File: src/rtl/mem_stage_pkg.sv
// mem_stage_pkg: opcodes, funct3 codes, FSM states and access-legality helpers
// shared by the memory-access stage.
package mem_stage_pkg;

    localparam logic [6:0] LOAD_OP  = 7'b0000011;
    localparam logic [6:0] STORE_OP = 7'b0100011;

    localparam logic [2:0] F3_LB  = 3'b000;
    localparam logic [2:0] F3_LH  = 3'b001;
    localparam logic [2:0] F3_LW  = 3'b010;
    localparam logic [2:0] F3_LBU = 3'b100;
    localparam logic [2:0] F3_LHU = 3'b101;
    localparam logic [2:0] F3_SB  = 3'b000;
    localparam logic [2:0] F3_SH  = 3'b001;
    localparam logic [2:0] F3_SW  = 3'b010;

    typedef enum logic {IDLE, BUSY} state_t;

    function automatic logic f3_legal(input logic store, input logic [2:0] f3);
        return store ? (f3 == F3_SB || f3 == F3_SH || f3 == F3_SW)
                     : (f3 == F3_LB || f3 == F3_LH || f3 == F3_LW ||
                        f3 == F3_LBU || f3 == F3_LHU);
    endfunction

    // Low two funct3 bits encode access size for both loads and stores.
    function automatic logic misaligned(input logic [2:0] f3, input logic [1:0] a);
        return (f3[1:0] == 2'b01 && a[0]) || (f3[1:0] == 2'b10 && a != 2'b00);
    endfunction

endpackage

File: src/rtl/mem_stage_if.sv
// mem_stage_if: data-bus req/ack handshake between the memory stage (master)
// and the memory (slave).
interface mem_stage_if;
    logic        mem_req;
    logic        mem_we;
    logic [31:0] mem_addr;
    logic [3:0]  mem_be;
    logic [31:0] mem_wdata;
    logic [31:0] mem_rdata;
    logic        mem_ack;

    modport master (
        output mem_req, mem_we, mem_addr, mem_be, mem_wdata,
        input  mem_rdata, mem_ack
    );

    modport slave (
        input  mem_req, mem_we, mem_addr, mem_be, mem_wdata,
        output mem_rdata, mem_ack
    );
endinterface

File: src/rtl/mem_stage_load_ext.sv
// mem_stage_load_ext: selects the addressed byte/half of a load word and
// sign- or zero-extends it according to funct3.
module mem_stage_load_ext
    import mem_stage_pkg::*;
(
    input  logic [31:0] rdata,
    input  logic [1:0]  addr,
    input  logic [2:0]  funct3,
    output logic [31:0] value
);

    logic [7:0]  b;
    logic [15:0] h;

    always_comb begin
        b = rdata[{addr, 3'b000} +: 8];
        h = addr[1] ? rdata[31:16] : rdata[15:0];
        value = funct3 == F3_LB  ? {{24{b[7]}}, b}  :
                funct3 == F3_LH  ? {{16{h[15]}}, h} :
                funct3 == F3_LBU ? {24'b0, b}       :
                funct3 == F3_LHU ? {16'b0, h}       : rdata;
    end

endmodule

File: src/rtl/mem_stage.sv
// mem_stage: memory-access stage; runs one bus transaction per legal load/store,
// stalls upstream while waiting, and registers the MEM/WB result.
module mem_stage
    import mem_stage_pkg::*;
(
    input  logic        clk,
    input  logic        rst_n,
    input  logic        in_valid,
    input  logic [6:0]  opcode,
    input  logic [2:0]  funct3,
    input  logic [31:0] c,
    input  logic [31:0] data2,
    input  logic [4:0]  rd,
    output logic        stall,
    mem_stage_if.master bus,
    output logic        out_valid,
    output logic [4:0]  out_rd,
    output logic [31:0] out_data,
    output logic        exc
);

    state_t      state_q, state_d;
    logic        we_q, we_d;
    logic [2:0]  f3_q, f3_d;
    logic [31:0] addr_q, addr_d;
    logic [31:0] data2_q, data2_d;
    logic [4:0]  rd_q, rd_d;
    logic        out_valid_q, out_valid_d;
    logic [4:0]  out_rd_q, out_rd_d;
    logic [31:0] out_data_q, out_data_d;
    logic        exc_q, exc_d;

    logic        busy, is_load, is_store, is_mem, go;
    logic [3:0]  be;
    logic [31:0] wdata, ld_val;

    assign busy     = state_q == BUSY;
    assign is_load  = opcode == LOAD_OP;
    assign is_store = opcode == STORE_OP;
    assign is_mem   = is_load || is_store;
    assign go       = in_valid && is_mem && f3_legal(is_store, funct3) && !misaligned(funct3, c[1:0]);
    assign stall    = busy ? !bus.mem_ack : go;

    always_comb begin
        be    = f3_q[1:0] == 2'b00 ? 4'b0001 << addr_q[1:0] :
                f3_q[1:0] == 2'b01 ? (addr_q[1] ? 4'b1100 : 4'b0011) : 4'b1111;
        wdata = f3_q[1:0] == 2'b00 ? {4{data2_q[7:0]}} :
                f3_q[1:0] == 2'b01 ? {2{data2_q[15:0]}} : data2_q;
    end

    // Bus outputs come only from registered state, so they are quiet in reset.
    assign bus.mem_req   = busy;
    assign bus.mem_we    = busy && we_q;
    assign bus.mem_addr  = busy ? {addr_q[31:2], 2'b00} : '0;
    assign bus.mem_be    = busy ? be : '0;
    assign bus.mem_wdata = busy ? wdata : '0;

    mem_stage_load_ext u_load_ext (
        .rdata  (bus.mem_rdata),
        .addr   (addr_q[1:0]),
        .funct3 (f3_q),
        .value  (ld_val)
    );

    always_comb begin
        state_d     = state_q;
        we_d        = we_q;
        f3_d        = f3_q;
        addr_d      = addr_q;
        data2_d     = data2_q;
        rd_d        = rd_q;
        out_valid_d = 1'b0;
        out_rd_d    = out_rd_q;
        out_data_d  = out_data_q;
        exc_d       = 1'b0;
        if (busy) begin
            if (bus.mem_ack) begin
                state_d     = IDLE;
                out_valid_d = 1'b1;
                out_rd_d    = we_q ? 5'd0 : rd_q;
                out_data_d  = we_q ? 32'd0 : ld_val;
            end
        end else if (in_valid) begin
            if (!is_mem) begin
                out_valid_d = 1'b1;
                out_rd_d    = rd;
                out_data_d  = c;
            end else if (!go) begin
                out_valid_d = 1'b1;
                out_rd_d    = 5'd0;
                out_data_d  = 32'd0;
                exc_d       = 1'b1;
            end else begin
                state_d = BUSY;
                we_d    = is_store;
                f3_d    = funct3;
                addr_d  = c;
                data2_d = data2;
                rd_d    = rd;
            end
        end
    end

    always_ff @(posedge clk or negedge rst_n) begin
        if (!rst_n) begin
            state_q     <= IDLE;
            we_q        <= 1'b0;
            f3_q        <= '0;
            addr_q      <= '0;
            data2_q     <= '0;
            rd_q        <= '0;
            out_valid_q <= 1'b0;
            out_rd_q    <= '0;
            out_data_q  <= '0;
            exc_q       <= 1'b0;
        end else begin
            state_q     <= state_d;
            we_q        <= we_d;
            f3_q        <= f3_d;
            addr_q      <= addr_d;
            data2_q     <= data2_d;
            rd_q        <= rd_d;
            out_valid_q <= out_valid_d;
            out_rd_q    <= out_rd_d;
            out_data_q  <= out_data_d;
            exc_q       <= exc_d;
        end
    end

    assign out_valid = out_valid_q;
    assign out_rd    = out_rd_q;
    assign out_data  = out_data_q;
    assign exc       = exc_q;

endmodule
File: src/flat_wrapper.sv
// flat-port wrapper written by rule: the top's interface ports become plain ports
module mem_stage_flat import mem_stage_pkg::*;
  (clk, rst_n, in_valid, opcode, funct3, c, data2, rd, stall, out_valid, out_rd, out_data, exc, bus_mem_req, bus_mem_we, bus_mem_addr, bus_mem_be, bus_mem_wdata, bus_mem_rdata, bus_mem_ack);
  mem_stage_if bus_i ();
  input  logic clk;
  input  logic rst_n;
  input  logic in_valid;
  input  logic [6:0] opcode;
  input  logic [2:0] funct3;
  input  logic [31:0] c;
  input  logic [31:0] data2;
  input  logic [4:0] rd;
  output logic stall;
  output logic out_valid;
  output logic [4:0] out_rd;
  output logic [31:0] out_data;
  output logic exc;
  output wire logic [$bits(bus_i.mem_req)-1:0] bus_mem_req;
  output wire logic [$bits(bus_i.mem_we)-1:0] bus_mem_we;
  output wire logic [$bits(bus_i.mem_addr)-1:0] bus_mem_addr;
  output wire logic [$bits(bus_i.mem_be)-1:0] bus_mem_be;
  output wire logic [$bits(bus_i.mem_wdata)-1:0] bus_mem_wdata;
  input wire logic [$bits(bus_i.mem_rdata)-1:0] bus_mem_rdata;
  input wire logic [$bits(bus_i.mem_ack)-1:0] bus_mem_ack;
  assign bus_mem_req = bus_i.mem_req;
  assign bus_mem_we = bus_i.mem_we;
  assign bus_mem_addr = bus_i.mem_addr;
  assign bus_mem_be = bus_i.mem_be;
  assign bus_mem_wdata = bus_i.mem_wdata;
  assign bus_i.mem_rdata = bus_mem_rdata;
  assign bus_i.mem_ack = bus_mem_ack;
  mem_stage u_core (.clk(clk), .rst_n(rst_n), .in_valid(in_valid), .opcode(opcode), .funct3(funct3), .c(c), .data2(data2), .rd(rd), .stall(stall), .bus(bus_i), .out_valid(out_valid), .out_rd(out_rd), .out_data(out_data), .exc(exc));
endmodule
File: config.mk
export PLATFORM = sky130hd
export DESIGN_NAME = mem_stage_flat
export DESIGN_NICKNAME = d
export VERILOG_FILES = /design/src/rtl/mem_stage_pkg.sv /design/src/rtl/mem_stage_if.sv /design/src/rtl/mem_stage_load_ext.sv /design/src/rtl/mem_stage.sv /design/src/flat_wrapper.sv
export SDC_FILE = /design/constraint.sdc
export NUM_CORES = 1
export LEC_CHECK = 0
export ABC_CLOCK_PERIOD_IN_PS = 3100
export CELL_PAD_IN_SITES_DETAIL_PLACEMENT = 0
export CELL_PAD_IN_SITES_GLOBAL_PLACEMENT = 2
export CORE_MARGIN = 2
export CORE_UTILIZATION = 27
export CTS_CLUSTER_DIAMETER = 120
export DETAILED_ROUTE_END_ITERATION = 10
export GPL_ROUTABILITY_DRIVEN = 0
export PLACE_DENSITY = 0.89
export SKIP_CTS_REPAIR_TIMING = 1
export SLEW_MARGIN = 20
export SYNTH_ARGS = -nofsm -noshare
export SYNTH_HDL_FRONTEND = slang
export SYNTH_SLANG_ARGS = --single-unit
export TNS_END_PERCENT = 30
File: constraint.sdc
create_clock -name clk -period 3.1 [get_ports clk]
set_input_delay 0.62 -clock clk [delete_from_list [all_inputs] [get_ports clk]]
set_output_delay 0.62 -clock clk [all_outputs]
set_load 0.02 [all_outputs]
After elaboration in Yosys (flattened, before gate mapping)
Cells that the tools add are included.
- bits in registers: 113
- input bits: 115
- output and inout port bits: 110
- word-level logic and storage cells: 88
- eq/ne operators: 14
- shifts and indexed selects: 2
- multiplexer cells: 40
- bitwise operators: 1
- reductions and logical operators: 21
- operators with widths (cell ; count):
    32-bit 2-to-1 mux ; 14
    32-bit by 6-bit variable part select with 8-bit output ; 1
    5-bit 2-to-1 mux ; 6
    16-bit 2-to-1 mux ; 1
    4-bit 2-to-1 mux ; 4
    1-bit 2-to-1 mux ; 15
    3-bit equality test, second input constant ; 4
    7-bit by 2-bit equality test with 1-bit output, second input constant ; 1
    7-bit by 6-bit equality test with 1-bit output, second input constant ; 1
    3-bit by 1-bit equality test with 1-bit output, second input constant ; 2
    1-bit logical AND ; 6
    3-bit zero test ; 2
    1-bit logical OR ; 6
    2-bit by 1-bit equality test with 1-bit output, second input constant ; 2
    4-bit AND reduction ; 1
    2-bit nonzero test ; 2
    1-bit by 2-bit << shifter with 4-bit output, first input constant ; 1
    3-bit by 2-bit equality test with 1-bit output, second input constant ; 1
    3-bit by 2-bit != test with 1-bit output, second input constant ; 1
    3-bit AND reduction ; 1
    2-bit equality test, second input constant ; 1
    1-bit zero test ; 2
    2-bit zero test ; 1
    2-bit != test, second input constant ; 1
    1-bit inverter ; 1

Depth between registers and ports, before layout
- depth after elaboration: 12
- depth in mapped cells: 8
- mapped depth without buffers: 5

Hierarchy
Synthesis repeated with hierarchy kept, for this count alone.
- cells, all modules: 542
- area total of the unflattened synthesis: 6084.6 um2
- by module, submodules not included (module ; instances ; cells an instance ; area each (um2) ; seq. area each (um2)):
    mem_stage ; 1 ; 435 ; 5418.9 ; 2827.7
    mem_stage_load_ext ; 1 ; 107 ; 665.6 ; 0.0

Worst setup path before layout
OpenSTA, ideal clock, no wires.
- path kind: input to output
- from: in opcode[3]
- to: out stall
- arrival time: 2059 ps
- data required time: 2480 ps
- setup slack: 421 ps
- cell stages on the path: 7
- buffers on the path: 3
- path through: nor4_1 > nand3_1 > or4b_1 > clkbuf_1 > buf_6 > buf_6 > nand2_1
- cells in the longest elaborated chain, start to end: 6
- elaborated cells on any way between the ends: 8
- those cells by class: eq/ne: 2; mux: 2; reduce/logical: 4
- ends and longest elaborated chain (element ; line ; RTL):
    start, declared ; flat_wrapper.sv:8 ; input logic [6:0] opcode;
    7-bit by 2-bit equality test with 1-bit output or 7-bit by 6-bit equality test with 1-bit output (tied branches) ; mem_stage.sv:38, mem_stage.sv:39 ;
    1-bit logical OR ; mem_stage.sv:40 ; assign is_mem = is_load || is_store;
    1-bit logical AND ; mem_stage.sv:41 ; assign go = in_valid && is_mem && f3_legal(is_store, funct3) && !misaligned(funct3, c[1:0]);
    1-bit logical AND * (2 in series) ; mem_stage.sv:41 ;
    1-bit 2-to-1 mux * ; mem_stage.sv:42 ; assign stall = busy ? !bus.mem_ack : go;
    end, declared ; flat_wrapper.sv:13 ; output logic stall;
Mark *: on every way between the ends. The rest lies on a longest branch, timed or not.

Final worst setup path
- from: in funct3[2]
- to: out stall
- cells in the longest elaborated chain, start to end: 9
- elaborated cells on any way between the ends: 13
- those cells by class: eq/ne: 4; mux: 2; reduce/logical: 7
- ends and longest elaborated chain (element ; line ; RTL):
    start, declared ; flat_wrapper.sv:9 ; input logic [2:0] funct3;
    3-bit by 1-bit equality test with 1-bit output or 3-bit zero test (tied branches) ; mem_stage_pkg.sv:20, mem_stage_pkg.sv:21 ;
    1-bit logical OR (2 in series) ; mem_stage_pkg.sv:20, mem_stage_pkg.sv:21 ;
    1-bit logical OR ; mem_stage_pkg.sv:21 ; : (f3 == F3_LB || f3 == F3_LH || f3 == F3_LW ||
    1-bit logical OR ; mem_stage_pkg.sv:22 ; f3 == F3_LBU || f3 == F3_LHU);
    1-bit 2-to-1 mux * ; mem_stage_pkg.sv:20 ; return store ? (f3 == F3_SB || f3 == F3_SH || f3 == F3_SW)
    1-bit logical AND * (2 in series) ; mem_stage.sv:41 ;
    1-bit 2-to-1 mux * ; mem_stage.sv:42 ;
Marks and branches as above.

==> flow_metrics.env <==
export IMPL_dieHeight_um=154
export IMPL_crit_family="simple AND/OR/NAND/NOR gates"
export IMPL_nFillCells=2158
export IMPL_layout_min_cycle_time_ns=2.99
export IMPL_place_area_sq_mm=0.00859
export IMPL_setup_violations_final=0
export IMPL_cts_htree_levels=4
export IMPL_crit_required_ns=2.48
export IMPL_root_buffer="clkbuf_16"
export IMPL_netlist_area_sq_mm=0.00605
export IMPL_synth_top_area_share_pct=46.7
export IMPL_track_usage_pct=17.3
export IMPL_yosysWarningCount=0
export IMPL_synth_edff_count=0
export IMPL_syn_instance_count=588
export IMPL_overflow=0
export IMPL_status="completed"
export IMPL_holdCritPathClass="input port to asynchronous set/reset pin"
export IMPL_synthTopCellsByArea="dfrtp_1, mux2_4, mux2_2"
export IMPL_core_sq_mm=0.0219
export IMPL_cts_sinks=113
export IMPL_preCtsSetupSlack_ns=-0.287
export IMPL_synth_flop_cell="dfrtp_1"
export IMPL_routed_wl_um=20400
export IMPL_crit_path_start_kind="input port"
export IMPL_path_buf_inv=2
export IMPL_crit_arrival_ns=2.37
export IMPL_vias_per_cell=4.69
export IMPL_layout_commonest_cell="clkdlybuf4s50_1"
export IMPL_initial_core_util_pct=27.6
export IMPL_cp_endpoint="stall"
export IMPL_ios=225
export IMPL_relSlewSlack_pct=35.1
export IMPL_tns_ns=0
export IMPL_reg2regPathDepth=4
export IMPL_fin_crit_sh_pct=96.5
export IMPL_antenna_left=0
export IMPL_first_global_vias=5325
export IMPL_drcViolationCount=0
export IMPL_dr_pass1_iters=4
export IMPL_tightest_slew_ns=0.972
export IMPL_timing_hold_ws_ns=0.184
export IMPL_fin_skew_ns=0.00718
export IMPL_hold_violations=0
export IMPL_crit_type="input port to output port"
export IMPL_synthDistinctLibCells=34
export IMPL_io_buffers=222
export IMPL_insertedDiodeCount=0
export IMPL_r2r_end="u_core.addr_q[10]"
export IMPL_grt_pass1_wl_um=31800
export IMPL_rsz0062_at_grt="false"
export IMPL_drt_iter0_drc=176
export IMPL_grt_max_degree=76
export IMPL_vias=5123
export IMPL_yosys_area_share_simple_pct=15.1
export IMPL_cts_tree="done"
export IMPL_synth_seq_area_share_pct=46.7
export IMPL_multi_input_area_sq_mm=0.00297
export IMPL_most_common_layout_cells="clkdlybuf4s50_1, dfrtp_1, nand2_1"
export IMPL_slowest_delay_ns=0.53
export IMPL_syn_avg_cell_area_sq_um=10.3
export IMPL_fmax_ghz=0.334
export IMPL_crit_chain="clkdlybuf4s50_1 > a221oi_1 > nor2_1 > or4b_4 > nand2_1 > dlymetal6s2s_1"
export IMPL_dieArea_sq_mm=0.0236
export IMPL_reg2reg_setup_slack_ns=0.91
export IMPL_synthAdderAreaFrac_pct=0
export IMPL_yosysTopAreaCell="dfrtp_1"
export IMPL_worstSetupEndpointType="output port"
export IMPL_final_area_sq_mm=0.00921
export IMPL_synthMuxAreaShare_pct=19.0
export IMPL_seqCellArea_sq_mm=0.00283
export IMPL_irDropWorstVdd_uv=335
export IMPL_antenna_found_initial=0
export IMPL_syn2layout_area_growth_pct=52.1
export IMPL_dp_hpwl_um=14600
export IMPL_synthXorXnorAreaFrac_pct=0
export IMPL_synthArstFlopShare_pct=100
export IMPL_crit_start="funct3[2]"
export IMPL_synth_top_family_by_area="multiplexers"
export IMPL_die_w_um=154
export IMPL_drive_gt1_share_pct=16.3
export IMPL_p_leak_nw=3.97
export IMPL_cts_clk_slew_worst_paths_ns=0.05
export IMPL_fin_ws_ns=0.110
export IMPL_critical_path_slowest_cell="or4b_4"
export IMPL_insertion_delay_ns=0.41
export IMPL_synth_compound_area_share_pct=14.7
export IMPL_clockBufferDepth=2
export IMPL_reg2reg_from="u_core.bus.mem_req"
export IMPL_path_max_fanout=3
export IMPL_rows=54
export IMPL_drv_cap=0
export IMPL_worstSetupPathDepth=6
export IMPL_nNetsFinal=914
export IMPL_ys_seq_elements=113
export IMPL_wire_per_inst_um=18.7
export IMPL_powerDensity_mw_per_mm2=481
export IMPL_p_total_mw=4.43
export IMPL_finalMaxSlewViolations=0
export IMPL_cts_made_buffers=17
-- how the worst min path moves through the flow --
stage,depth (start not counted),startpoint,to,slack (ns)
finish,1,rst_n,u_core.data2_q[6],0.18
global route,1,rst_n,u_core.data2_q[24],0.20
CTS,1,rst_n,u_core.data2_q[24],0.18
detailed placement,1,u_core.addr_q[7],u_core.addr_q[7],0.48
global placement,1,u_core.addr_q[31],u_core.addr_q[31],0.48
floorplan,0,rst_n,u_core.addr_q[0],0.32
-- Yosys cell counts (all sizes together), types with 11 or more instances --
library cell / number
buf: 21
nor2b: 18
nor2: 45
o21ai: 11
a22oi: 14
mux2: 73
mux2i: 19
and2: 48
nand2: 69
a21o: 17
a21oi: 24
a31oi: 30
clkbuf: 30
dfrtp: 113
-- power breakdown --
| part | switching (mW) | internal, mW | total (mW) |
|---|---|---|---|
| combinational | 0.333 | 0.365 | 0.698 |
| clock | 0.731 | 1.34 | 2.07 |
| sequential | 0.0703 | 1.59 | 1.66 |
| total | 1.14 | 3.29 | 4.43 |
-- final cells by class --
cell class,count,area share [%]
Sequential cell,113,30.7
Timing Repair Buffer,242,26.2
Inverter,8,0.326
Multi-Input combinational cell,417,32.3
Clock inverter,14,2.04
Tap cell,280,3.81
Clock buffer,18,4.66
-- per-layer routing --
layer / up-vias / share of wire, % / global-route usage, %
li1: 2469 / - / -
met1: 2472 / 44 / 22.5
met2: 177 / 47 / 27.9
met3: 5 / 8.9 / 6.85
met4: 0 / 0.41 / 2.62
met5: - / 0 / 0
-- kinds of logic after synthesis --
family | Yosys count
buffers and inverters | 59
flip-flops | 113
other | 1
AO/OA/AOI/OAI | 132
AND/OR/NAND/NOR | 191
multiplexers | 92
-- per-stage QoR --
stage,instances,util (%)
6_report,1092,42.0
5_1_grt,1092,42.0
4_1_cts,1092,42.0
3_5_place_dp,1060,39.2
3_3_place_gp,1060,39.2
2_1_floorplan,589,-
-- worst reg2reg max path, cell delays in order, from the launching register on --
cell     delay [ns]
dfrtp_2        0.59
or4b_4         0.61
buf_4          0.15
buf_4          0.30
mux2_4         0.43
-- sequential cells by signal, indices dropped and copies added (netlist names) --
signal / cells
u_core.out_data: 32
u_core.rd_q: 5
u_core.out_valid: 1
u_core.addr_q: 32
u_core.bus.mem_req: 1
u_core.f3_q: 3
u_core.we_q: 1
u_core.data2_q: 32
u_core.exc: 1
u_core.out_rd: 5
No activity file was read; power rests on OpenSTA's default activity.
